===== src/rtl/seg_scan_pkg.sv =====
// Shared types, constants and the BCD-to-segment decode for the scan controller.
package seg_scan_pkg;

    typedef enum logic [1:0] {
        IDLE = 2'd0,
        GAP  = 2'd1,
        ON   = 2'd2
    } scan_state_t;

    // All segments off (active-low).
    localparam logic [6:0] SEG_BLANK = 7'h7F;

    // Active-low a..g pattern (bit6 = a); non-decimal codes show nothing.
    function automatic logic [6:0] bcd_to_seg_n(input logic [3:0] bcd);
        logic [6:0] seg;
        case (bcd)
            4'd0:    seg = 7'b0000001;
            4'd1:    seg = 7'b1001111;
            4'd2:    seg = 7'b0010010;
            4'd3:    seg = 7'b0000110;
            4'd4:    seg = 7'b1001100;
            4'd5:    seg = 7'b0100100;
            4'd6:    seg = 7'b0100000;
            4'd7:    seg = 7'b0001111;
            4'd8:    seg = 7'b0000000;
            4'd9:    seg = 7'b0000100;
            default: seg = SEG_BLANK;
        endcase
        return seg;
    endfunction

endpackage


===== src/rtl/seg_lz_mask.sv =====
// Leading-zero suppression mask: a digit is suppressed when it and every
// digit above it are zero. Digit0 always stays visible.
module seg_lz_mask #(
    parameter int NUM_DIGITS = 4
) (
    input  logic [4*NUM_DIGITS-1:0] display,
    input  logic                    blank_lz,
    output logic [NUM_DIGITS-1:0]   suppress
);

    genvar gi;
    generate
        for (gi = 0; gi < NUM_DIGITS; gi++) begin : g_mask
            if (gi == 0) begin : g_lsd
                assign suppress[gi] = 1'b0;
            end else begin : g_upper
                // Zero-check the whole upper slice at once rather than chaining bits.
                assign suppress[gi] = blank_lz & ~(|display[4*NUM_DIGITS-1:4*gi]);
            end
        end
    endgenerate

endmodule


===== src/rtl/seg_scan_ctrl.sv =====
// Multiplexed seven-segment scan controller with frame-aligned display update,
// per-slot blank gap and optional leading-zero blanking.
module seg_scan_ctrl
    import seg_scan_pkg::*;
#(
    parameter int NUM_DIGITS   = 4,
    parameter int REFRESH_DIV  = 100000,
    parameter int BLANK_CYCLES = 16
) (
    input  logic                    clk,
    input  logic                    rst,
    input  logic                    enable,
    input  logic                    blank_lz,
    input  logic                    load_valid,
    output logic                    load_ready,
    input  logic [4*NUM_DIGITS-1:0] load_data,
    output logic [6:0]              seg_n,
    output logic [NUM_DIGITS-1:0]   an_n,
    output logic                    frame_done
);

    localparam int CNT_W = $clog2(REFRESH_DIV);
    localparam int IDX_W = $clog2(NUM_DIGITS);
    localparam logic [CNT_W-1:0] CNT_GAP_END  = CNT_W'(BLANK_CYCLES - 1);
    localparam logic [CNT_W-1:0] CNT_SLOT_END = CNT_W'(REFRESH_DIV - 1);
    localparam logic [IDX_W-1:0] IDX_LAST     = IDX_W'(NUM_DIGITS - 1);

    scan_state_t             state_reg, state_next;
    logic [CNT_W-1:0]        cnt_reg, cnt_next;
    logic [IDX_W-1:0]        idx_reg, idx_next;
    logic [4*NUM_DIGITS-1:0] display_reg;
    logic [4*NUM_DIGITS-1:0] pending_reg;
    logic                    pending_valid_reg;
    logic [6:0]              seg_next;
    logic [NUM_DIGITS-1:0]   an_next;
    logic                    frame_done_next;
    logic [NUM_DIGITS-1:0]   suppress;
    logic [3:0]              digit [NUM_DIGITS];
    logic                    frame_end;
    logic                    commit;

    genvar gi;
    generate
        for (gi = 0; gi < NUM_DIGITS; gi++) begin : g_digit
            assign digit[gi] = display_reg[4*gi +: 4];
        end
    endgenerate

    seg_lz_mask #(
        .NUM_DIGITS (NUM_DIGITS)
    ) u_lz_mask (
        .display  (display_reg),
        .blank_lz (blank_lz),
        .suppress (suppress)
    );

    // Last cycle of the last digit's lit phase; a disabled cycle never ends a frame.
    assign frame_end  = enable && (state_reg == ON) && (cnt_reg == CNT_SLOT_END)
                        && (idx_reg == IDX_LAST);
    assign commit     = frame_end && pending_valid_reg;
    assign load_ready = !pending_valid_reg;

    // Scan state, slot counter and digit index registers.
    always_ff @(posedge clk or posedge rst) begin
        if (rst) begin
            state_reg <= IDLE;
            cnt_reg   <= '0;
            idx_reg   <= '0;
        end else begin
            state_reg <= state_next;
            cnt_reg   <= cnt_next;
            idx_reg   <= idx_next;
        end
    end

    // Next-state logic plus the output values the current state calls for.
    always_comb begin
        state_next      = state_reg;
        cnt_next        = cnt_reg;
        idx_next        = idx_reg;
        seg_next        = SEG_BLANK;
        an_next         = '1;
        frame_done_next = 1'b0;
        if (!enable) begin
            state_next = IDLE;
            cnt_next   = '0;
            idx_next   = '0;
        end else begin
            case (state_reg)
                IDLE: begin
                    state_next = GAP;
                    cnt_next   = '0;
                    idx_next   = '0;
                end
                GAP: begin
                    // cnt keeps running across GAP->ON; only slot changes clear it.
                    cnt_next = cnt_reg + CNT_W'(1);
                    if (cnt_reg == CNT_GAP_END) begin
                        state_next = ON;
                    end
                end
                ON: begin
                    if (cnt_reg == CNT_SLOT_END) begin
                        state_next = GAP;
                        cnt_next   = '0;
                        idx_next   = (idx_reg == IDX_LAST) ? '0 : idx_reg + IDX_W'(1);
                    end else begin
                        cnt_next = cnt_reg + CNT_W'(1);
                    end
                    if (!suppress[idx_reg]) begin
                        an_next[idx_reg] = 1'b0;
                        seg_next         = bcd_to_seg_n(digit[idx_reg]);
                    end
                    frame_done_next = frame_end;
                end
                default: begin
                    state_next = IDLE;
                    cnt_next   = '0;
                    idx_next   = '0;
                end
            endcase
        end
    end

    // Pending buffer and frame-aligned commit into the displayed word.
    always_ff @(posedge clk or posedge rst) begin
        if (rst) begin
            display_reg       <= '0;
            pending_reg       <= '0;
            pending_valid_reg <= 1'b0;
        end else if (commit) begin
            display_reg       <= pending_reg;
            pending_valid_reg <= 1'b0;
        end else if (load_valid && !pending_valid_reg) begin
            pending_reg       <= load_data;
            pending_valid_reg <= 1'b1;
        end
    end

    // Registered drive to the display pins, one cycle behind the scan state.
    always_ff @(posedge clk or posedge rst) begin
        if (rst) begin
            seg_n      <= SEG_BLANK;
            an_n       <= '1;
            frame_done <= 1'b0;
        end else begin
            seg_n      <= seg_next;
            an_n       <= an_next;
            frame_done <= frame_done_next;
        end
    end

endmodule


===== config.mk =====
export PLATFORM = sky130hd
export DESIGN_NAME = seg_scan_ctrl
export DESIGN_NICKNAME = d
export VERILOG_FILES = /design/src/rtl/seg_scan_pkg.sv /design/src/rtl/seg_lz_mask.sv /design/src/rtl/seg_scan_ctrl.sv
export SDC_FILE = /design/constraint.sdc
export NUM_CORES = 1
export LEC_CHECK = 0
export CORE_AREA = 2 2 115 61
export CTS_CLUSTER_SIZE = 40
export DETAILED_ROUTE_END_ITERATION = 6
export DIE_AREA = 0 0 117 63
export PLACE_DENSITY_LB_ADDON = 0.15
export SETUP_SLACK_MARGIN = 0.4
export SLEW_MARGIN = 20
export SYNTH_ARGS = -nofsm -noshare
export SYNTH_HDL_FRONTEND = slang
export SYNTH_HIERARCHICAL = 1
export SYNTH_SLANG_ARGS = --single-unit

===== constraint.sdc =====
create_clock -name clk -period 2.1 [get_ports clk]
set_input_delay 0.315 -clock clk [delete_from_list [all_inputs] [get_ports clk]]
set_output_delay 0.315 -clock clk [all_outputs]
set_load 0.01 [all_outputs]

==> results.toml <==
[drt]
routedWlPerCell_um = 15.7
first_pass_iters = 4
via_count = 2184
ant_nets = 0
drc = 0
wl_um = 6730
drt_iter0_markers = 134
viasPerCell = 5.11

[yosys]
async_flop_share_pct = 100
synth_cells = 264
synth_area_per_cell_um2 = 12.0
ys_types = 44
syn_area_mm2 = 0.00318
synth_edf_count = 0
yosys.area_share.simple_pct = 14.1
synthAdderAreaFrac_pct = 5.90
synth_mux_area_share_pct = 15.5
synth_xor_area_share_pct = 4.13
synth_nets = 300
synth_top_family_by_area = "multiplexers"
synth_compound_area_share_pct = 4.60
synth-main-ff-cell = "dfrtp_1"
yosysSeqAreaShare_pct = 52.4
yosysWarnings = 6
yosys_register_bits = 66

[timing]
post-route-period-util_pct = 100
worst_slack_ps = -5.51
finalMaxSlewViolations = 0
max_slew_margin_pct = 62.3
finalHoldViolCount = 0
min_period_ps = 2110
clock-skew-final_ps = 5.81
tightestPinTransition_ps = 561
rsz0062_at_grt = "yes"
holdWs_ps = 345
clock.fmax_mhz = 475
setup_viol = 4

[place]
placed_cell_area_mm2 = 0.00380
place_inst = 398
finalWeightedCongestion = 0.864
dp_hpwl_um = 4790
numPortBuffers = 33

[layout]
insertedDiodeCount = 0
design_area_mm2 = 0.00434
drive_gt1_share_pct = 37.3
utilization_pct = 67.4
fin_nets = 366
stdcell_count = 427
final_common_cell = "dfrtp_1"
final_cell_mix = "dfrtp_1, nor2_1, mux2_2, buf_4, clkdlybuf4s50_1"
multi_input_area_mm2 = 0.00151
area.growth.synth_to_final_pct = 36.4
seq_area_mm2 = 0.00167
nFillCells = 477
largest_reg_flops = 17

[critical_path]
worst_path_max_delay_cell = "or4_4"
r2r-start = "cnt_reg[11]"
worstPathMaxFanout = 17
setup.worst_path.start = "cnt_reg[11]"
cpPeakStageDelay_ps = 540
worstSetupEndpointType = "flop"
cp.arrival_ps = 2320
cp.buffers_inverters = 1
cpLargestDelayFamily = "simple AND/OR/NAND/NOR gates"
cp.required_ps = 2310
worstSetupPathType = "flop to flop"
worstPathCellList = "or4_4 > nor4_4 > nand3_4 > nor3_4 > buf_12 > mux2_2"
cp-start-kind = "flop"

[power_and_ir_drop]
p_total_mw = 3.46
power.internal_mw = 2.62
power.density_mw_per_mm2 = 798
seq_power_share_pct = 40.6
sw_frac_of_total_pct = 24.2
pwr-share-comb_pct = 13.8
p_leak_nw = 1.85
peakVddDrop_v = 0.000763
p_clk_share_pct = 45.6
p_sw_mw = 0.836

[floorplan]
start_util_pct = 49.4
die-area_mm2 = 0.00737
die_w_um = 117
die_h_um = 63
io_pins = 34
rows = 21
fp.coreArea_mm2 = 0.00644

[global_route]
met3_usage_pct = 6.69
grt.met2_usage_pct = 26.6
grt-ovfl-total = 0
busiest_layer = "met1"
grt_pass1_wl_um = 11300
first_global_vias = 2154
grtUsageTotal_pct = 20.6
grt_max_degree = 27
antenna_found_initial = 0
met1_usage_pct = 32.2

[cts]
clock_latency_ps = 330
path_clk_slew_ps = 60
cts_tree = "yes"
cts-buffers-inserted = 9
cts_buffer_depth = 2
cts_max_level = 3
cts_sinks = 66
cts_root_buf = "clkbuf_16"

[run_status]
violations = "negative setup slack"
status = "complete, but fails checks"

[flow_run]
max_cap_violations = 0

[min_path]
hp-class = "input port to async pin"
-- cell type report --
| class | instances | share of cell area, % |
|---|---|---|
| multi-input combinational | 174 | 34.8 |
| sequential | 66 | 38.4 |
| inverter | 14 | 1.41 |
| tap | 92 | 2.65 |
| clock inverter | 7 | 2.16 |
| timing repair buffer | 65 | 15.3 |
| clock buffer | 9 | 5.19 |
-- synth_stat cells (all sizes together), types with 5 or more instances --
cell type  number  share of area (%)
a21o            5                1.2
clkbuf          6               0.71
dfrtp          55                 43
dfstp          11                9.1
ha             15                5.9
inv            14                1.7
mux2           33                 12
nand2          16                1.9
nand3          11                2.1
nor2           31                3.7
o21ai           5               0.79
xnor2           6                1.7
xor2            9                2.5
-- power by group through the flow --
stage          Clock (mW)  Sequential, mW  Combinational [mW]
3_3_place_gp            0            1.42               0.412
3_5_place_dp            0            1.42               0.430
6_report             1.58            1.40               0.478
4_1_cts              1.61            1.40               0.448
2_1_floorplan           0            1.41               0.251
5_1_grt              1.67            1.41               0.516
-- through the flow --
stage / TNS (ps) / worst slack, ps
floorplan: -1350 / -139
global placement: 0 / 41.0
detailed placement: 0 / 5.16
CTS: -223 / -25.3
global route: -1060 / -82.8
finish: -11.8 / -5.51
-- kinds of logic after synthesis --
| group | after synthesis |
|---|---|
| XOR/XNOR | 15 |
| adder cells (fa/ha/maj) | 15 |
| other | 1 |
| flip-flops | 66 |
| AO/OA/AOI/OAI | 20 |
| multiplexers | 40 |
| buffers and inverters | 24 |
| AND/OR/NAND/NOR | 83 |
-- final timing paths --
path | to | slack [ps] | cells past startpoint
max | display_reg[8] | -6 | 6
max in group asynchronous | an_n[0] | 1220 | 3
min | pending_reg[14] | 340 | 2
max reg2reg | display_reg[8] | -6 | 6
min in group clk | cnt_reg[0] | 480 | 1
min reg2reg | cnt_reg[0] | 480 | 1
-- timing repair --
action                     CTS  global route
gates resized for setup     15            23
hold buffers                 0             0
pin swaps                    9             6
setup buffers               11             2
setup endpoints to repair   50            60
-- per-layer routing --
layer	vias up	wire (um)	share of wire, %
met5	-	0	0
met4	0	75	1.1
met3	6	393	5.8
met2	56	2680	40
met1	1073	3580	53
li1	1049	-	-
(Power assumes the default switching activity.)
